[src/rtl/wait_merge_pkg.sv]
// Shared types and helpers for the N-channel wait-merge (join) block.
package wait_merge_pkg;

    typedef enum logic [0:0] {
        COLLECT = 1'b0,
        SEND    = 1'b1
    } state_e;

    localparam int NUM_CH_DEF = 8;
    localparam int DATA_W_DEF = 3;
    localparam int CNT_W_DEF  = 16;
    localparam int MAX_CH     = 32;
    localparam int MAX_DW     = 32;
    // Widest merged word the slice helper can address
    localparam int MAX_W      = MAX_CH * MAX_DW;

    localparam logic [MAX_DW-1:0] DW_ONE = {{(MAX_DW-1){1'b0}}, 1'b1};

    function automatic logic [MAX_DW-1:0] slice(input logic [MAX_W-1:0] bus,
                                                input int unsigned k,
                                                input int unsigned w);
        return MAX_DW'(bus >> (k * w)) & ((DW_ONE << w) - DW_ONE);
    endfunction

endpackage

[src/rtl/wait_merge_sync_n_if.sv]
// Handshake bundle between the channel producers, the merge block and its consumer.
interface wait_merge_sync_n_if
    import wait_merge_pkg::*;
#(
    parameter int NUM_CH = NUM_CH_DEF,
    parameter int DATA_W = DATA_W_DEF,
    parameter int CNT_W  = CNT_W_DEF
);

    logic [NUM_CH-1:0]        i_valid;
    logic [NUM_CH*DATA_W-1:0] i_data;
    logic [NUM_CH-1:0]        o_ready;
    logic [NUM_CH-1:0]        i_ch_en;
    logic                     o_valid;
    logic [NUM_CH*DATA_W-1:0] o_data;
    logic                     i_ready;
    logic                     o_busy;
    logic [CNT_W-1:0]         o_merge_cnt;

    modport master (
        output i_valid, i_data, i_ch_en, i_ready,
        input  o_ready, o_valid, o_data, o_busy, o_merge_cnt
    );

    modport slave (
        input  i_valid, i_data, i_ch_en, i_ready,
        output o_ready, o_valid, o_data, o_busy, o_merge_cnt
    );

endinterface

[src/rtl/wait_merge_slot.sv]
// One channel's holding slot: a full flag plus the captured token.
module wait_merge_slot #(
    parameter int DATA_W = 3
) (
    input  logic              clk,
    input  logic              rstn,
    input  logic              cap,
    input  logic              clr,
    input  logic [DATA_W-1:0] d,
    output logic              full,
    output logic [DATA_W-1:0] q
);

    // Clear wins over capture; SEND never overlaps with a capture anyway
    always_ff @(posedge clk or negedge rstn) begin
        if (!rstn) begin
            full <= 1'b0;
            q    <= '0;
        end else if (clr) begin
            full <= 1'b0;
            q    <= '0;
        end else if (cap) begin
            full <= 1'b1;
            q    <= d;
        end
    end

endmodule

[src/rtl/wait_merge_sync_n.sv]
// N-channel wait-merge: holds one token per enabled channel, then emits the
// concatenated word once every enabled channel has arrived.
module wait_merge_sync_n
    import wait_merge_pkg::*;
#(
    parameter int NUM_CH = NUM_CH_DEF,
    parameter int DATA_W = DATA_W_DEF,
    parameter int CNT_W  = CNT_W_DEF
) (
    input logic          clk,
    input logic          rstn,
    wait_merge_sync_n_if.slave bus
);

    localparam int OUT_W = NUM_CH * DATA_W;

    state_e              state_r;
    state_e              state_nx_s;
    logic [NUM_CH-1:0]   en_q_r;
    logic                run_r;
    logic [CNT_W-1:0]    cnt_r;
    logic [NUM_CH-1:0]   full_s;
    logic [NUM_CH-1:0]   ready_s;
    logic [NUM_CH-1:0]   cap_s;
    logic [NUM_CH-1:0]   full_next_s;
    logic                collect_s;
    logic                all_done_s;
    logic                xfer_s;
    logic [MAX_W-1:0]    data_ext_s;
    logic [OUT_W-1:0]    slot_q_s;
    logic [DATA_W-1:0]   slot_d_s [NUM_CH];

    // Handshake decode and join condition, including this cycle's captures
    always_comb begin
        collect_s   = (state_r == COLLECT);
        ready_s     = {NUM_CH{run_r & collect_s}} & ~full_s & en_q_r;
        cap_s       = bus.i_valid & ready_s;
        full_next_s = full_s | cap_s;
        all_done_s  = (&(full_next_s | ~en_q_r)) & (|en_q_r);
        xfer_s      = (state_r == SEND) & bus.i_ready;
    end

    // Zero-extend the input bus so the package slice helper can address it
    always_comb begin
        data_ext_s            = '0;
        data_ext_s[OUT_W-1:0] = bus.i_data;
    end

    for (genvar k = 0; k < NUM_CH; k++) begin : g_slot
        assign slot_d_s[k] = DATA_W'(slice(data_ext_s, k, DATA_W));

        wait_merge_slot #(
            .DATA_W (DATA_W)
        ) u_slot (
            .clk  (clk),
            .rstn (rstn),
            .cap  (cap_s[k]),
            .clr  (xfer_s),
            .d    (slot_d_s[k]),
            .full (full_s[k]),
            .q    (slot_q_s[k*DATA_W +: DATA_W])
        );
    end

    // FSM state register
    always_ff @(posedge clk or negedge rstn) begin
        if (!rstn) begin
            state_r <= COLLECT;
        end else begin
            state_r <= state_nx_s;
        end
    end

    // FSM next-state logic
    always_comb begin
        state_nx_s = state_r;
        case (state_r)
            COLLECT: begin
                if (all_done_s) state_nx_s = SEND;
                else            state_nx_s = COLLECT;
            end
            SEND: begin
                if (bus.i_ready) state_nx_s = COLLECT;
                else             state_nx_s = SEND;
            end
            default: state_nx_s = COLLECT;
        endcase
    end

    // Run flag, mask latch (frozen once any slot fills) and merge counter
    always_ff @(posedge clk or negedge rstn) begin
        if (!rstn) begin
            run_r  <= 1'b0;
            en_q_r <= '0;
            cnt_r  <= '0;
        end else begin
            run_r <= 1'b1;
            if (collect_s && !(|full_s)) begin
                en_q_r <= bus.i_ch_en;
            end
            if (xfer_s) begin
                cnt_r <= cnt_r + CNT_W'(1);
            end
        end
    end

    assign bus.o_ready     = ready_s;
    assign bus.o_valid     = (state_r == SEND);
    assign bus.o_data      = slot_q_s;
    assign bus.o_busy      = (|full_s) | (state_r == SEND);
    assign bus.o_merge_cnt = cnt_r;

endmodule

[src/flat_wrapper.sv]
// flat-port wrapper written by rule: the top's interface ports become plain ports
module wait_merge_sync_n_flat import wait_merge_pkg::*;
#(
    parameter int NUM_CH = NUM_CH_DEF,
    parameter int DATA_W = DATA_W_DEF,
    parameter int CNT_W  = CNT_W_DEF
)
  (clk, rstn, bus_i_valid, bus_i_data, bus_i_ch_en, bus_i_ready, bus_o_ready, bus_o_valid, bus_o_data, bus_o_busy, bus_o_merge_cnt);
  wait_merge_sync_n_if #(.NUM_CH(NUM_CH), .DATA_W(DATA_W), .CNT_W(CNT_W)) bus_i ();
  input logic clk;
  input logic rstn;
  input wire logic [$bits(bus_i.i_valid)-1:0] bus_i_valid;
  input wire logic [$bits(bus_i.i_data)-1:0] bus_i_data;
  input wire logic [$bits(bus_i.i_ch_en)-1:0] bus_i_ch_en;
  input wire logic [$bits(bus_i.i_ready)-1:0] bus_i_ready;
  output wire logic [$bits(bus_i.o_ready)-1:0] bus_o_ready;
  output wire logic [$bits(bus_i.o_valid)-1:0] bus_o_valid;
  output wire logic [$bits(bus_i.o_data)-1:0] bus_o_data;
  output wire logic [$bits(bus_i.o_busy)-1:0] bus_o_busy;
  output wire logic [$bits(bus_i.o_merge_cnt)-1:0] bus_o_merge_cnt;
  assign bus_i.i_valid = bus_i_valid;
  assign bus_i.i_data = bus_i_data;
  assign bus_i.i_ch_en = bus_i_ch_en;
  assign bus_i.i_ready = bus_i_ready;
  assign bus_o_ready = bus_i.o_ready;
  assign bus_o_valid = bus_i.o_valid;
  assign bus_o_data = bus_i.o_data;
  assign bus_o_busy = bus_i.o_busy;
  assign bus_o_merge_cnt = bus_i.o_merge_cnt;
  wait_merge_sync_n #(.NUM_CH(NUM_CH), .DATA_W(DATA_W), .CNT_W(CNT_W)) u_core (.clk(clk), .rstn(rstn), .bus(bus_i));
endmodule
[config.mk]
export PLATFORM = sky130hd
export DESIGN_NAME = wait_merge_sync_n_flat
export DESIGN_NICKNAME = d
export VERILOG_FILES = /design/src/rtl/wait_merge_pkg.sv /design/src/rtl/wait_merge_sync_n_if.sv /design/src/rtl/wait_merge_slot.sv /design/src/rtl/wait_merge_sync_n.sv /design/src/flat_wrapper.sv
export SDC_FILE = /design/constraint.sdc
export NUM_CORES = 1
export LEC_CHECK = 0
export CAP_MARGIN = 0
export CORE_MARGIN = 5
export CORE_UTILIZATION = 44
export DETAILED_ROUTE_END_ITERATION = 10
export PLACE_DENSITY = 0.82
export SLEW_MARGIN = 5
export SYNTH_ARGS = -nofsm -noshare
export SYNTH_HDL_FRONTEND = slang
export SYNTH_HIERARCHICAL = 1
export SYNTH_SLANG_ARGS = --single-unit
export TNS_END_PERCENT = 1
[constraint.sdc]
create_clock -name clk -period 2.2 [get_ports clk]
set_clock_uncertainty 0.15 [all_clocks]
set_input_delay 0.44 -clock clk [delete_from_list [all_inputs] [get_ports clk]]
set_output_delay 0.44 -clock clk [all_outputs]
set_load 0.1 [all_outputs]
# Word level (Yosys, flattened, before mapping)
# Index checks and enable logic that the tools add are counted.
[classes]
add_sub_neg = 1
mux = 35
n_bitwise = 12
n_reduce_logical = 13
[op_table]
columns = ["operator", "count"]
rows = [
  ["$mux W3", 16],
  ["$and A8 B8 Y8", 3],
  ["$mux W1", 18],
  ["$add A16 B1 Y16 const B", 1],
  ["$not A8 Y8", 2],
  ["$or A8 B8 Y8", 2],
  ["$reduce_bool A2 Y1", 8],
  ["$reduce_or A8 Y1", 2],
  ["$reduce_and A8 Y1", 1],
  ["$and A1 B1 Y1", 3],
  ["$pmux W1 S2", 1],
  ["$logic_and A1 B1 Y1", 1],
  ["$logic_not A1 Y1", 1],
  ["$not A1 Y1", 1],
  ["$or A1 B1 Y1", 1],
]
[totals]
ff_bits = 58
input_bits = 43
out_inout_bits = 50
wordCells = 81

# Logic depth before layout (Yosys ltp)
[logic_depth]
depth_word = 11
mapped_depth = 6
mapped_depth_nobuf = 6

# By module
# The synthesis kept the hierarchy.
[modules_own_cells]
columns = ["module", "instances", "cells_per_inst", "area_per_inst_um2", "seq_area_each_um2"]
rows = [
  ["wait_merge_sync_n", 1, 123, 1382.6, 650.6],
  ["wait_merge_slot", 8, 12, 148.9, 100.1],
]

# Worst setup path after synthesis
# OpenSTA, ideal clock, no wires.
[synth_timing]
path_kind = "register to register"
from = "reg u_core.state_r (netlist: u_core/bus.o_valid)"
to = "reg u_core.g_slot[3].u_slot.q[0]"
setup_time_ns = 0.151
arrival_ns = 3.034
slack_ns = -1.135
stages_incl_launch_ff = 7
n_path_buf = 0
synth_period_minus_slack_ns = 3.335
path_cell_list = "dfrtp_1 -> inv_1 -> nand2_1 -> nor2_1 -> and2_1 -> mux2i_1 -> nor2_1"
[synth_between]
elab_chain_len = 6
[synth_lines]
columns = ["element", "line_no", "source"]
rows = [
  ["start: declaration", "wait_merge_sync_n.sv:17", "state_e state_r;"],
  ["start signal: assignment", "wait_merge_sync_n.sv:70", "state_r <= state_nx_s;"],
  ["$not A1 Y1", "n/a", ""],
  ["$and A1 B1 Y1", "wait_merge_sync_n.sv:36", "ready_s = {NUM_CH{run_r & collect_s}} & ~full_s & en_q_r;"],
  ["$and A8 B8 Y8 (2 in series)", "wait_merge_sync_n.sv:36", ""],
  ["via bus_o_ready[3]", "flat_wrapper.sv:16", "output wire logic [$bits(bus_i.o_ready)-1:0] bus_o_ready;"],
  ["$and A8 B8 Y8", "wait_merge_sync_n.sv:37", "cap_s = bus.i_valid & ready_s;"],
  ["via u_core.cap_s[3]", "wait_merge_sync_n.sv:24", "logic [NUM_CH-1:0] cap_s;"],
  ["$reduce_bool A2 Y1 (no line)", "n/a", ""],
  ["end signal: assignment", "wait_merge_slot.sv:18", "q <= '0;"],
  ["end signal: assignment", "wait_merge_slot.sv:21", "q <= '0;"],
  ["end signal: assignment", "wait_merge_slot.sv:24", "q <= d;"],
  ["end: declaration", "wait_merge_slot.sv:11", "output logic [DATA_W-1:0] q"],
]
# The timed path passes the listed nets, and every way through them passes these cells.
# A chain may end at the register's enable or synchronous reset.

# Worst setup path after layout
[layout_timing]
from = "reg u_core.state_r (netlist: u_core/bus.o_valid)"
to = "out bus_o_busy"
[layout_between]
elab_chain_len = 1
[layout_lines]
columns = ["element", "line_no", "source"]
rows = [
  ["$or A1 B1 Y1", "wait_merge_sync_n.sv:110", "assign bus.o_busy = (|full_s) | (state_r == SEND);"],
  ["end: declaration", "flat_wrapper.sv:19", "output wire logic [$bits(bus_i.o_busy)-1:0] bus_o_busy;"],
]
# No other way between the ends.

==> metrics <==
status finished clean; crit path max fanout 7; startpoint types register; clk root buf clkbuf_8; Total Wirelength between 6000 and 7000 um; Synth area leader dfrtp_1; Tot GR Track Use about a fifth; CTS tree built; Max-Cap Viols 0; ANT nets after route 0; top cells by area, synth dfrtp_1, mux2i_1, nor2_1; post-synthesis cell type count 35; IO Port Bufs just over 90; crit end category primary output; Avg Inst Size Synth ~12 sq um; Vias 2027; Max-slew headroom ~66%; cell-internal power between 3 and 4 mW; aggregate global routing overflow 0; multi-input logic area 1170 sq um; Worst Max-Slew Pin Slew 503 ps; pin count of the biggest net entering global routing 23; DRC viols 0; P_sw 3.36 mW; Via density 5.00; post-synthesis sequential area ratio 56.4%; first-pass GRT wire length approximately 11000 um; Antenna Cells 0; peak supply drop 1.05 mV; RSZ-0062 raised after global routing true; vias in the first global route about 2200; Final Net Count about 370; CP max stage cell dfrtp_4; 1st-iter DRT viols 87; # Post-CTS Setup Buffers 0; fin crit period around 2200 ps; Synth Register Bits 58; final setup TNS 0 ps; RePlAce Congestion around 0.78; Area growth syn-to-layout 53.0%; clock sinks 58; Post-Synthesis Cell Area between 2000 and 3000 sq um; fillcell total 416; worst-case clock buffer depth 2; final hold violations 0; Worst Path Arrival roughly 1600 ps; Clock Power Share about 18%; async set-reset flop share out of synthesis between 90% and 100%; Die ar. 7480 sq um; # rows 27; drt pass-1 iters 4; Power per Cell Area between 1500 and 2000 nW/um^2; Worst Hold Class register to register; Max Fclk between 400 and 500 MHz; total CTS buffers 9; Buf+Inv Stages, Crit Path 1; Slew Limit Fails 0; die width around 86 um; Combinational Power Share 55.6%; Critical Path RT about 1600 ps; switching fraction of total power slightly above 50%; Flop pwr share between 20% and 30%; WL/cell roughly 16 um; Overall Power about 6.5 mW; Slowest Stage Delay on Critical Path ~550 ps; htree depth 3; proportion of layout cells with a drive suffix above 1 around a third; Mapped Nets approximately 260; Synth top area share between 50 and 60%; Setup-failing EPs final 0; die height 86.5 um; Syn Inst Count between 200 and 250; Crit Path Class register to primary output; Static Leak approximately 1.8 nW; number of enable flip-flop cells after synthesis 0; core area 5610 sq um; latest clock arrival within the worst-skew pair 330 ps; Top FF cell, synth dfrtp_1; clock-pin slew on the worst setup and hold paths ~70 ps; commonest non-fill, non-tap cell in the layout dfrtp_1; FF+latch area 1460 sq um; CP Cell Sequence nor3_2 -> nand3_4 -> buf_12; crit-path leading delay family flip-flops; initial antenna violation count 0; final worst path period share between 90 and 100%; DP HPWL approximately 4900 um; Top Ports 93; Ys Warns 6; initial core utilization 45.9%; most frequent cells in the layout dfrtp_1, buf_4, nor2_1
## registers in the layout, indices dropped and copies added (netlist names)
register,cells
u_core/run_r,1
u_core/en_q_r,8
u_core/g_slot.u_slot/q,24
u_core/bus.o_merge_cnt,16
u_core/bus.o_valid,1
u_core/g_slot.u_slot/full,8
## path summary, 6_finish.rpt
kind	slack (ps)	start	to	depth (start not counted)
setup / recovery	30	u_core/bus.o_valid$_DFF_PN0_	bus_o_busy	3
hold / removal	340	u_core/bus.o_merge_cnt[13]$_DFFE_PN0P_	u_core/bus.o_merge_cnt[13]$_DFFE_PN0P_	1
setup reg to reg	340	u_core/bus.o_valid$_DFF_PN0_	u_core/g_slot[7].u_slot/q[2]$_DFFE_PN0P_	6
hold reg to reg	340	u_core/bus.o_merge_cnt[13]$_DFFE_PN0P_	u_core/bus.o_merge_cnt[13]$_DFFE_PN0P_	1
max in group asynchronous	740	rstn	u_core/bus.o_valid$_DFF_PN0_	3
min in group asynchronous	460	rstn	u_core/g_slot[4].u_slot/q[0]$_DFFE_PN0P_	2
## kinds of logic (layout without fill, tap and decap cells)
| group | after synthesis | in the layout | share of synthesized area [%] |
|---|---|---|---|
| buffers and inverters | 4 | 118 | 0.729 |
| AND/OR/NAND/NOR | 99 | 99 | 20.1 |
| multiplexers | 33 | 33 | 14.4 |
| XOR/XNOR | 15 | 15 | 5.10 |
| other | 1 | 1 | 0.146 |
| AO/OA/AOI/OAI | 8 | 8 | 2.58 |
| flip-flops | 58 | 58 | 56.4 |
| adder cells (fa/ha/maj) | 1 | 1 | 0.486 |
## final cells by class
| class | instances | area share (%) |
|---|---|---|
| Timing Repair Buffer | 99 | 24.8 |
| Clock inverter | 4 | 1.84 |
| Inverter | 3 | 0.286 |
| Tap cell | 72 | 2.29 |
| Multi-Input combinational cell | 157 | 29.7 |
| Sequential cell | 58 | 37.0 |
| Clock buffer | 12 | 4.19 |
## synth_stat cells (2+ instances only)
cell type  instances
a21oi_1            2
and2_1             6
and3_1             4
dfrtp_1           58
inv_1              3
mux2_4             8
mux2i_1           24
nand2_1            9
nand2b_1           5
nand3_1            6
nand4_1            4
nor2_1            49
nor2b_1            4
nor3_2             2
nor4_1             2
xnor2_1           13
xor2_1             2
## per-stage QoR
step                      setup WS (ps)  utilization (%)  instances  instance area [sq um]  hold slack, ps
after floorplan                   -62.5                -        219                   2630           -5.59
after global placement              253             65.5        388                   3670             276
after detailed placement            186             65.5        388                   3670             281
after CTS                          18.1             70.0        405                   3930             345
after global routing              -33.5             70.2        405                   3940             364
final                              31.3             70.2        405                   3940             342
## power by group through the flow
stage	registers (mW)	logic (mW)	clock network (mW)
finish	1.76	3.64	1.14
global route	1.82	3.80	1.20
CTS	1.76	3.65	1.15
detailed placement	1.76	3.64	0
global placement	1.75	3.59	0
floorplan	3.30	1.15	0
## per-layer routing
metal | GRT usage (%) | wire length (um) | share of wire [%]
met5 | 0 | 0 | 0
met4 | 8.07 | 90 | 1.4
met3 | 4.75 | 361 | 5.6
met2 | 30.7 | 3320 | 51
met1 | 23.6 | 2670 | 41
## timing repair
action / 4_1_cts / 5_1_grt
gates resized for setup: 2 / 3
endpoints found under the hold margin: 20 / 0
setup endpoints to repair: 1 / 7
hold buffers: 1 / 0
No activity file was read; power rests on OpenSTA's default activity.
